[config.mk]
export PLATFORM = sky130hd
export DESIGN_NAME = door_keypad
export DESIGN_NICKNAME = d
export VERILOG_FILES = /design/src/rtl/door_keypad_pkg.sv /design/src/rtl/keypad_shift4.sv /design/src/rtl/door_keypad.sv
export SDC_FILE = /design/constraint.sdc
export NUM_CORES = 1
export LEC_CHECK = 0
export ABC_AREA = 1
export CORE_AREA = 2 2 77 79
export CTS_CLUSTER_SIZE = 10
export DETAILED_ROUTE_END_ITERATION = 7
export DIE_AREA = 0 0 79 81
export PLACE_DENSITY = 0.79
export SLEW_MARGIN = 25
export SYNTH_ARGS = -nofsm -noshare
export SYNTH_HDL_FRONTEND = slang
export SYNTH_SLANG_ARGS = --single-unit
[constraint.sdc]
create_clock -name clk -period 2.9 [get_ports clk]
set_input_delay 0.58 -clock clk [delete_from_list [all_inputs] [get_ports clk]]
set_output_delay 0.58 -clock clk [all_outputs]
set_load 0.1 [all_outputs]
[src/rtl/door_keypad_pkg.sv]
// Shared key codes and FSM state encoding for the door keypad controller.
package door_keypad_pkg;

  localparam logic [3:0] KEY_CLR = 4'hA;
  localparam logic [3:0] KEY_ENT = 4'hB;
  localparam logic [3:0] KEY_SET = 4'hC;

  typedef enum logic [2:0] {
    StIdle,
    StCheck,
    StOpen,
    StSet,
    StLocked
  } state_t;

  function automatic logic is_digit(logic [3:0] code);
    return code <= 4'd9;
  endfunction

endpackage

[src/rtl/keypad_shift4.sv]
// Four-digit entry shift register with a saturating digit counter.
module keypad_shift4 (
  input  logic       clk,
  input  logic       rst,
  input  logic       clear,
  input  logic       push,
  input  logic [3:0] digit,
  output logic [3:0] d0,
  output logic [3:0] d1,
  output logic [3:0] d2,
  output logic [3:0] d3,
  output logic [2:0] cnt
);

  always_ff @(posedge clk or posedge rst) begin
    if (rst) begin
      d0  <= 4'd0;
      d1  <= 4'd0;
      d2  <= 4'd0;
      d3  <= 4'd0;
      cnt <= 3'd0;
    end else if (clear) begin
      d0  <= 4'd0;
      d1  <= 4'd0;
      d2  <= 4'd0;
      d3  <= 4'd0;
      cnt <= 3'd0;
    end else if (push && (cnt != 3'd4)) begin
      d3  <= d2;
      d2  <= d1;
      d1  <= d0;
      d0  <= digit;
      cnt <= cnt + 3'd1;
    end
  end

endmodule

[src/rtl/door_keypad.sv]
// Door keypad controller: entry, compare handshake, open hold, password set and lockout.
module door_keypad
  import door_keypad_pkg::*;
#(
  parameter logic [15:0] DEF_PASS       = 16'h0000,
  parameter int unsigned MAX_TRIES      = 3,
  parameter int unsigned LOCKOUT_CYCLES = 1000,
  parameter int unsigned OPEN_CYCLES    = 500
) (
  input  logic       clk,
  input  logic       rst,
  input  logic       key_valid,
  input  logic [3:0] key_code,
  input  logic       unlock,
  output logic [3:0] ipass0,
  output logic [3:0] ipass1,
  output logic [3:0] ipass2,
  output logic [3:0] ipass3,
  output logic [3:0] pass0,
  output logic [3:0] pass1,
  output logic [3:0] pass2,
  output logic [3:0] pass3,
  output logic       switch,
  output logic       door_open,
  output logic       deny,
  output logic       locked,
  output logic [2:0] digit_cnt
);

  localparam int unsigned TMAX = (LOCKOUT_CYCLES > OPEN_CYCLES) ? LOCKOUT_CYCLES : OPEN_CYCLES;
  localparam int unsigned TW = $clog2(TMAX + 1);
  localparam int unsigned FW = $clog2(MAX_TRIES + 1);
  localparam logic [TW-1:0] OPEN_T = TW'(OPEN_CYCLES);
  localparam logic [TW-1:0] LOCK_T = TW'(LOCKOUT_CYCLES);
  localparam logic [FW-1:0] FMAX   = FW'(MAX_TRIES);

  state_t        state_q;
  logic [FW-1:0] fail_q;
  logic [TW-1:0] timer_q;

  logic          key_digit, key_clr, key_ent, key_set;
  logic          in_entry, entry_full, entry_push, entry_clear, timer_last;
  logic [FW-1:0] fail_next;
  logic          lock_now;

  always_comb begin
    key_digit   = key_valid && is_digit(key_code);
    key_clr     = key_valid && (key_code == KEY_CLR);
    key_ent     = key_valid && (key_code == KEY_ENT);
    key_set     = key_valid && (key_code == KEY_SET);
    in_entry    = (state_q == StIdle) || (state_q == StSet);
    entry_full  = (digit_cnt == 3'd4);
    entry_push  = in_entry && key_digit;
    // A full entry in IDLE must survive into CHECK for the comparator; it is dropped on exit.
    entry_clear = (in_entry && key_clr) ||
                  ((state_q == StIdle) && key_ent && !entry_full) ||
                  ((state_q == StSet) && key_ent) ||
                  (state_q == StCheck);
    timer_last  = (timer_q == TW'(1)) || (timer_q == '0);
    fail_next   = (fail_q == FMAX) ? fail_q : fail_q + FW'(1);
    lock_now    = (fail_next == FMAX);
  end

  keypad_shift4 u_shift (
    .clk   (clk),
    .rst   (rst),
    .clear (entry_clear),
    .push  (entry_push),
    .digit (key_code),
    .d0    (ipass0),
    .d1    (ipass1),
    .d2    (ipass2),
    .d3    (ipass3),
    .cnt   (digit_cnt)
  );

  always_ff @(posedge clk or posedge rst) begin
    if (rst) begin
      state_q   <= StIdle;
      fail_q    <= '0;
      timer_q   <= '0;
      switch    <= 1'b0;
      door_open <= 1'b0;
      deny      <= 1'b0;
      locked    <= 1'b0;
      pass3     <= DEF_PASS[15:12];
      pass2     <= DEF_PASS[11:8];
      pass1     <= DEF_PASS[7:4];
      pass0     <= DEF_PASS[3:0];
    end else begin
      deny <= 1'b0;
      unique case (state_q)
        StIdle: begin
          if (key_ent && entry_full) begin
            state_q <= StCheck;
            switch  <= 1'b1;
          end else if (key_ent) begin
            deny   <= 1'b1;
            fail_q <= fail_next;
            if (lock_now) begin
              state_q <= StLocked;
              locked  <= 1'b1;
              timer_q <= LOCK_T;
            end
          end
        end
        StCheck: begin
          switch <= 1'b0;
          if (unlock) begin
            state_q   <= StOpen;
            door_open <= 1'b1;
            fail_q    <= '0;
            timer_q   <= OPEN_T;
          end else begin
            deny   <= 1'b1;
            fail_q <= fail_next;
            if (lock_now) begin
              state_q <= StLocked;
              locked  <= 1'b1;
              timer_q <= LOCK_T;
            end else begin
              state_q <= StIdle;
            end
          end
        end
        StOpen: begin
          if (key_set) begin
            state_q   <= StSet;
            door_open <= 1'b0;
            timer_q   <= '0;
          end else if (timer_last) begin
            state_q   <= StIdle;
            door_open <= 1'b0;
            timer_q   <= '0;
          end else begin
            timer_q <= timer_q - TW'(1);
          end
        end
        StSet: begin
          if (key_ent) begin
            if (entry_full) begin
              pass3 <= ipass3;
              pass2 <= ipass2;
              pass1 <= ipass1;
              pass0 <= ipass0;
            end
            state_q <= StIdle;
          end
        end
        StLocked: begin
          if (timer_last) begin
            state_q <= StIdle;
            locked  <= 1'b0;
            fail_q  <= '0;
            timer_q <= '0;
          end else begin
            timer_q <= timer_q - TW'(1);
          end
        end
        default: state_q <= StIdle;
      endcase
    end
  end

endmodule

==> run_results.csv, run 1 <==
group,metric,value,unit
synthesis,yosysTopAreaCellShare,0.460,
floorplanning,coreArea,5680,um2
place,detailedPlacementHpwl,4790,um
synthesis,synth_edf_count,0,
setup_path,crit_arrival,2.19,ns
pwr,total_switching_power,2.36,mW
timing,timing.setup.tns,0,ns
floorplanning,chipHeight,81,um
floorplanning,floorplan.initialDensity,0.518,
clock_tree,clk_transition_reported_paths,0.11,ns
routing,route.antenna.remaining_nets,0,
synthesis,synth.cells.most_frequent,"sky130_fd_sc_hd__nand2_1 (103), sky130_fd_sc_hd__dfrtp_1 (54), sky130_fd_sc_hd__nand3_1 (39)",
floorplanning,floorplan.die.width,79,um
timing,fin_hold_ws,0.514,ns
synthesis,synth_top_cells_by_area,"sky130_fd_sc_hd__dfrtp_1 (46%), sky130_fd_sc_hd__nand2_1 (13%), sky130_fd_sc_hd__nand3_1 (6.6%), sky130_fd_sc_hd__mux2_4 (5.1%), sky130_fd_sc_hd__inv_1 (4.9%)",
synthesis,netlist-cell-type-count,28,
routing,drc,0,
clock_tree,number_of_resized_instances_in_the_post_cts_repair_step,0,
setup_path,reg2reg_depth,9,
finish,register_area,1350,um2
timing,final-setup-viol-count,0,
synthesis,dominantRegCellSynth,"sky130_fd_sc_hd__dfrtp_1",
synthesis,synthesis.nets,373,
global_route,grt_pass1_wl,10900,um
global_route,grt_start_max_net_pins,34,
worst_hold_path,hp-class,"reg -> reg",
place,final_replace_weighted_congestion,0.926,
setup_path,worstPathBufferInverterCount,3,
worst_hold_path,hold_start,"switch$_DFFE_PP0P_",
finish,area_growth_syn_to_layout,19.2,%
clock_tree,number_of_sinks_driven_by_the_clock_tree,54,
pwr,p_per_area,1200,nW/um2
timing,period_minus_slack,1.98,ns
timing,worst_slew_margin_relative_to_its_limit,0.672,
pwr,power.total,4.21,mW
synthesis,async_flop_share,1.00,
worst_hold_path,min_delay_path_depth,2,
finish,insertedDiodeCount,0,
synthesis,synth.most_common_cell,"sky130_fd_sc_hd__nand2_1",
setup_path,crit_path_max_incr_delay,0.58,ns
run,max_cap_viol_count,0,
setup_path,critPathMostFrequentCell,"sky130_fd_sc_hd__nand2_1",
timing,rsz0062_at_grt,"false",
pwr,p_leak,1.90,nW
floorplanning,top_level_ports,47,
synthesis,synth-seq-cells,54,
floorplanning,area_enclosed_by_the_die_boundary,6400,um2
pwr,combinationalPowerShare,0.585,
synthesis,synthesis.area,2940,um2
clock_tree,clock-root-buffer,"sky130_fd_sc_hd__clkbuf_8",
pwr,switching_share,0.561,
setup_path,rrSetupSlack,1.01,ns
timing,clock-skew-final,0.0145,ns
outcome,outcome,"complete, no violations",
setup_path,worstPathRequired,3.11,ns
global_route,via_count_of_the_first_global_routing_pass,2364,
setup_path,worstSetupPathType,"in -> reg",
finish,multi_input_comb_area,1400,um2
setup_path,worstReg2RegStart,"u_shift.cnt[0]$_DFFE_PP0P_",
floorplanning,core.rowCount,28,
clock_tree,cts_max_path_buffers,2,
pwr,share_seq_of_total_power,0.289,
clock_tree,worstSkewPairLatency,0.32,ns
pwr,share_clk_of_total_power,0.125,
clock_tree,cts_tree,"done",
setup_path,crit_chain,"clkdlybuf4s50_1 > nand2_1 > inv_1 > nand3_1 > nand2_1 > nand2_1 > nand2_1 > inv_1 > nand2_1 > nand3_1",
finish,nets,422,
clock_tree,numCtsBuffers,5,
synthesis,synth_warnings,0,
finish,num-fill-cells,501,
clock_tree,post-cts-setup-buffer-count,0,
timing,report.final.slew_viol_count,0,
setup_path,timing.critical_path.slowest_stage_cell,"sky130_fd_sc_hd__clkdlybuf4s50_1",
routing,avgRoutedWirePerCell,13.4,um
setup_path,regToRegEndpoint,"u_shift.cnt[2]$_DFFE_PP0P_",
pwr,cell_internal_pwr,1.85,mW
timing,fmax,505,MHz
global_route,grt_use_total,0.216,
routing,drt-total-wl,6520,um
synthesis,synth.avg_cell_area,8.16,um2
finish,finalNonFillerCells,485,
synthesis,synth_top_cell_by_area,"sky130_fd_sc_hd__dfrtp_1",
synthesis,synthesis.instances,360,
global_route,grt_antenna_before_repair,0,
place,placedCellCount,477,
pwr,ir_drop,0.776,mV
routing,tritonroute_pass_1_iters,4,
setup_path,critical_path.endpoint_type,"register",
routing,detailroute.via_count,2516,
setup_path,critPathLaunchType,"primary input",
timing,report.final.hold_viol_count,0,
routing,drt_first_iter_violations,208,
global_route,global_route.overflow_total,0,
timing,worst_slew_pin_slew,0.491,ns
clock_tree,cts-hold-fix-buffers,0,
synthesis,synth_sequential_area_ratio,0.460,
worst_hold_path,hold_end,"switch$_DFFE_PP0P_",
finish,layout-drive-gt1-share,0.188,
setup_path,worstPathMaxFanout,5,
routing,avgViaCountPerCell,5.19,
timing,finalCritPeriodShare,0.683,
place,port_buffers,46,
setup_path,critical_path.top_delay_family,"simple AND/OR/NAND/NOR gates",
clock_tree,ctsHtreeMaxLevel,2,
## power groups by stage
| stage | logic, mW | clock network, mW | registers [mW] |
|---|---|---|---|
| final | 2.46 | 0.527 | 1.22 |
| after global routing | 2.68 | 0.568 | 1.25 |
| after CTS | 2.47 | 0.531 | 1.21 |
| after detailed placement | 2.45 | 0 | 1.23 |
| after global placement | 2.41 | 0 | 1.23 |
| after floorplan | 1.08 | 0 | 2.07 |
## layer usage
metal | global-route usage | up-vias | share of wire
li1 | - | 1258 | -
met1 | 0.288 | 1187 | 0.46
met2 | 0.367 | 63 | 0.49
met3 | 0.0444 | 8 | 0.045
met4 | 0.0500 | 0 | 0.0041
met5 | 0 | - | 0
## cells by family (layout without fill, tap and decap cells)
| family | count (synthesis) | after routing | share of synthesized area |
|---|---|---|---|
| xor gates and xnor gates | 6 | 6 | 0.0179 |
| and+or+nand+nor | 193 | 193 | 0.288 |
| AOI/OAI and AO/OA | 41 | 41 | 0.0750 |
| adders and majority gates | 5 | 5 | 0.0213 |
| DFF | 54 | 54 | 0.460 |
| muxes | 16 | 16 | 0.0741 |
| buffers and inverters | 45 | 95 | 0.0639 |
## area by class of cell
class,instances,share of cell area
repair buffers,49,0.114
clock inverters,3,0.0139
clock buffers,5,0.0196
inverters,38,0.0407
well taps,75,0.0268
multi-input cells,261,0.399
flip-flops and latches,54,0.386
## worst reg2reg max path: stages (launching register included)
cell and delay, ns:
sky130_fd_sc_hd__dfrtp_1 0.43, sky130_fd_sc_hd__inv_1 0.06, sky130_fd_sc_hd__ha_1 0.19, sky130_fd_sc_hd__nand2_1 0.14
sky130_fd_sc_hd__nand2_1 0.09, sky130_fd_sc_hd__a21oi_2 0.28, sky130_fd_sc_hd__buf_4 0.25, sky130_fd_sc_hd__nand3_1 0.10
sky130_fd_sc_hd__xor2_1 0.17, sky130_fd_sc_hd__nor2_1 0.06
## metrics by stage
| stage | util | instance area [um2] | setup slack (ns) |
|---|---|---|---|
| after floorplan | - | 2940 | 0.567 |
| after global placement | 0.596 | 3380 | 0.646 |
| after detailed placement | 0.596 | 3380 | 0.587 |
| after CTS | 0.617 | 3500 | 0.922 |
| after global routing | 0.617 | 3500 | 0.787 |
| final | 0.617 | 3500 | 0.919 |
## registers in the layout (all words and copies together) (netlist names), 3 cells and up
register / count
u_shift.d3: 4
u_shift.d1: 4
u_shift.d2: 4
pass2: 4
timer_q: 10
state_q: 3
pass1: 4
pass0: 4
u_shift.d0: 4
pass3: 4
u_shift.cnt: 3
## how the worst max path moves through the flow
stage / startpoint / to / slack, ns / cells past startpoint
after floorplan: u_shift.cnt[0]$_DFFE_PP0P_ / u_shift.cnt[1]$_DFFE_PP0P_ / 0.57 / 9
after global placement: key_code[3] / pass0[2]$_DFFE_PP0P_ / 0.65 / 5
after detailed placement: key_code[3] / pass0[3]$_DFFE_PP0P_ / 0.59 / 5
after CTS: key_code[3] / pass0[3]$_DFFE_PP0P_ / 0.92 / 5
after global routing: key_code[3] / timer_q[8]$_DFFE_PP0P_ / 0.79 / 10
final: key_code[3] / timer_q[8]$_DFFE_PP0P_ / 0.92 / 10
## layout by cell type (no fill, tap or decap), types with 2 or more instances in the layout
cell type | Yosys | final
sky130_fd_sc_hd__nand2_1 | 103 | 103
sky130_fd_sc_hd__nand3b_1 | 2 | 2
sky130_fd_sc_hd__a21oi_2 | 2 | 2
sky130_fd_sc_hd__nand4_1 | 2 | 2
sky130_fd_sc_hd__inv_1 | 38 | 37
sky130_fd_sc_hd__nand3_1 | 39 | 39
sky130_fd_sc_hd__nor2_1 | 37 | 37
sky130_fd_sc_hd__nand2_2 | 2 | 2
sky130_fd_sc_hd__ha_1 | 5 | 5
sky130_fd_sc_hd__dfrtp_1 | 54 | 54
sky130_fd_sc_hd__o21bai_1 | 2 | 2
sky130_fd_sc_hd__nand3_2 | 3 | 3
sky130_fd_sc_hd__mux2_2 | 6 | 6
sky130_fd_sc_hd__a21oi_1 | 23 | 23
sky130_fd_sc_hd__clkdlybuf4s50_1 | 0 | 7
sky130_fd_sc_hd__mux2_4 | 10 | 10
sky130_fd_sc_hd__buf_4 | 2 | 41
sky130_fd_sc_hd__xor2_1 | 5 | 5
sky130_fd_sc_hd__o21ai_0 | 13 | 13
sky130_fd_sc_hd__clkbuf_8 | 0 | 5
Note: power is estimated with default switching activity, not from simulation.
==> inputs of run 2 (changes only) <==
- clock period: 2.9 -> 1.9 ns (I/O delays scaled with it)
==> run_results.csv, run 2 (same netlist as run 1, synthesis figures left out) <==
group,metric,value,unit
run,max_cap_viol_count,0,
place,port_buffers,46,
clock_tree,ctsHtreeMaxLevel,2,
global_route,global_route.overflow_total,0,
floorplanning,floorplan.die.width,79,um
clock_tree,post-cts-setup-buffer-count,0,
setup_path,critPathLaunchType,"register",
timing,final-setup-viol-count,0,
place,placedCellCount,493,
finish,commonest_non_fill_non_tap_cell_in_the_layout,"sky130_fd_sc_hd__nand2_1",
pwr,ir_drop,1.32,mV
finish,finalNonFillerCells,501,
timing,fin_ws,0.204,ns
global_route,grt_use_total,0.242,
floorplanning,top_level_ports,47,
pwr,power.total,7.34,mW
timing,clock-skew-final,0.0129,ns
setup_path,regToRegEndpoint,"fail_q[1]$_DFFE_PP0N_",
setup_path,critical_path.endpoint_type,"register",
global_route,grt_start_max_net_pins,55,
outcome,outcome,"complete, no violations",
timing,fmax,590,MHz
setup_path,crit_path_from,"timer_q[0]$_DFFE_PP0P_",
setup_path,worstPathRequired,2.12,ns
place,detailedPlace.worstSlack,-0.0686,ns
setup_path,reg2reg_depth,10,
timing,report.final.slew_viol_count,0,
setup_path,worstReg2RegStart,"timer_q[0]$_DFFE_PP0P_",
finish,register_with_the_most_flip_flops,"timer_q",
timing,report.final.hold_viol_count,0,
finish,postLayoutCellArea,4010,um2
routing,avgViaCountPerCell,5.30,
place,detailed_place.area,3860,um2
setup_path,worst_setup_path_endpoint,"fail_q[1]$_DFFE_PP0N_",
place,final_replace_weighted_congestion,0.924,
pwr,p_per_area,1830,nW/um2
clock_tree,number_of_sinks_driven_by_the_clock_tree,54,
floorplanning,core.rowCount,28,
clock_tree,clk_transition_reported_paths,0.10,ns
setup_path,rrSetupSlack,0.20,ns
floorplanning,chipHeight,81,um
setup_path,worstPathMaxFanout,5,
floorplanning,floorplan.initialDensity,0.518,
clock_tree,worstSkewPairLatency,0.32,ns
timing,fin_hold_ws,0.418,ns
finish,insertedDiodeCount,0,
routing,detailroute.via_count,2654,
finish,flip_flop_count_of_the_largest_register_all_copies_and_words_added,10,
worst_hold_path,hp-class,"in -> async",
timing,worst_slew_margin_relative_to_its_limit,0.753,
setup_path,worstSetupPathType,"reg -> reg",
finish,nets,438,
global_route,via_count_of_the_first_global_routing_pass,2609,
clock_tree,cts_max_path_buffers,2,
floorplanning,coreArea,5680,um2
routing,drc,0,
routing,drt_first_iter_violations,154,
floorplanning,area_enclosed_by_the_die_boundary,6400,um2
timing,finalCritPeriodShare,0.892,
routing,avgRoutedWirePerCell,14.5,um
timing,period_minus_slack,1.70,ns
finish,mostFrequentLayoutCells,"sky130_fd_sc_hd__nand2_1 (101), sky130_fd_sc_hd__dfrtp_1 (51), sky130_fd_sc_hd__nand3_1 (39)",
timing,worst_slew_pin_slew,0.370,ns
setup_path,crit_arrival,1.92,ns
global_route,grt_antenna_before_repair,0,
place,detailedPlacementHpwl,5350,um
clock_tree,clock-root-buffer,"sky130_fd_sc_hd__clkbuf_8",
clock_tree,numCtsBuffers,5,
finish,layout-drive-gt1-share,0.232,
finish,area_growth_syn_to_layout,36.5,%
routing,tritonroute_pass_1_iters,5,
routing,drt-total-wl,7260,um
routing,route.antenna.remaining_nets,0,
global_route,grt_pass1_wl,12200,um
timing,rsz0062_at_grt,"false",
pwr,p_leak,2.09,nW
clock_tree,cts_tree,"done",
## run 2: worst min path at each step
stage                              to  depth (start not counted)
2_1_floorplan  timer_q[1]$_DFFE_PP0P_                          2
3_3_place_gp   timer_q[4]$_DFFE_PP0P_                          2
3_5_place_dp   timer_q[4]$_DFFE_PP0P_                          2
4_1_cts          pass0[1]$_DFFE_PP0P_                          3
5_1_grt          pass1[2]$_DFFE_PP0P_                          3
6_report         pass1[2]$_DFFE_PP0P_                          3
## run 2: final cells by class
class,instances,area (um2)
clock inverter,2,60.1
multi-input combinational,261,1420
clock buffer,6,82.6
inverter,38,143
tap,75,93.8
sequential,54,1360
fill,426,1670
timing repair buffer,65,856
## run 2: what timing repair did
| item | CTS | global route |
|---|---|---|
| endpoints found under the setup margin | 0 | 1 |
| resized for setup | 0 | 1 |
| hold buffers | 0 | 0 |
## run 2: through the flow
stage               utilization  TNS, ns
finish                    0.706        0
detailed placement        0.681   -0.422
CTS                       0.706        0
global route              0.706        0
global placement          0.681        0
floorplan                     -        0
## run 2: report_power, final
group          internal, mW  total [mW]  switching [mW]
registers              1.50        1.97           0.479
logic                  1.50        4.42            2.93
clock network         0.562       0.942           0.380
## run 2: per-layer routing
| layer | share of wire | up-vias | global-route usage |
|---|---|---|---|
| li1 | - | 1283 | - |
| met1 | 0.43 | 1268 | 0.308 |
| met3 | 0.051 | 11 | 0.0422 |
| met5 | 0 | - | 0 |
| met4 | 0.016 | 0 | 0.0724 |
| met2 | 0.50 | 92 | 0.426 |
## run 2: critical path, stage by stage (launching register included)
cell and delay, ns:
sky130_fd_sc_hd__dfrtp_1 0.41, sky130_fd_sc_hd__inv_1 0.13, sky130_fd_sc_hd__ha_1 0.16, sky130_fd_sc_hd__nor2_1 0.06
sky130_fd_sc_hd__nor2_2 0.15, sky130_fd_sc_hd__nand3_2 0.15, sky130_fd_sc_hd__nand2_1 0.15, sky130_fd_sc_hd__inv_1 0.07
sky130_fd_sc_hd__nor2_2 0.16, sky130_fd_sc_hd__nand2_1 0.08, sky130_fd_sc_hd__o21ai_0 0.09
==> inputs of run 3 (changes only) <==
- CTS_CLUSTER_DIAMETER: not set -> 30
==> results of run 3 <==
The final DEF is identical to that of run 2; final timing and power are the same.
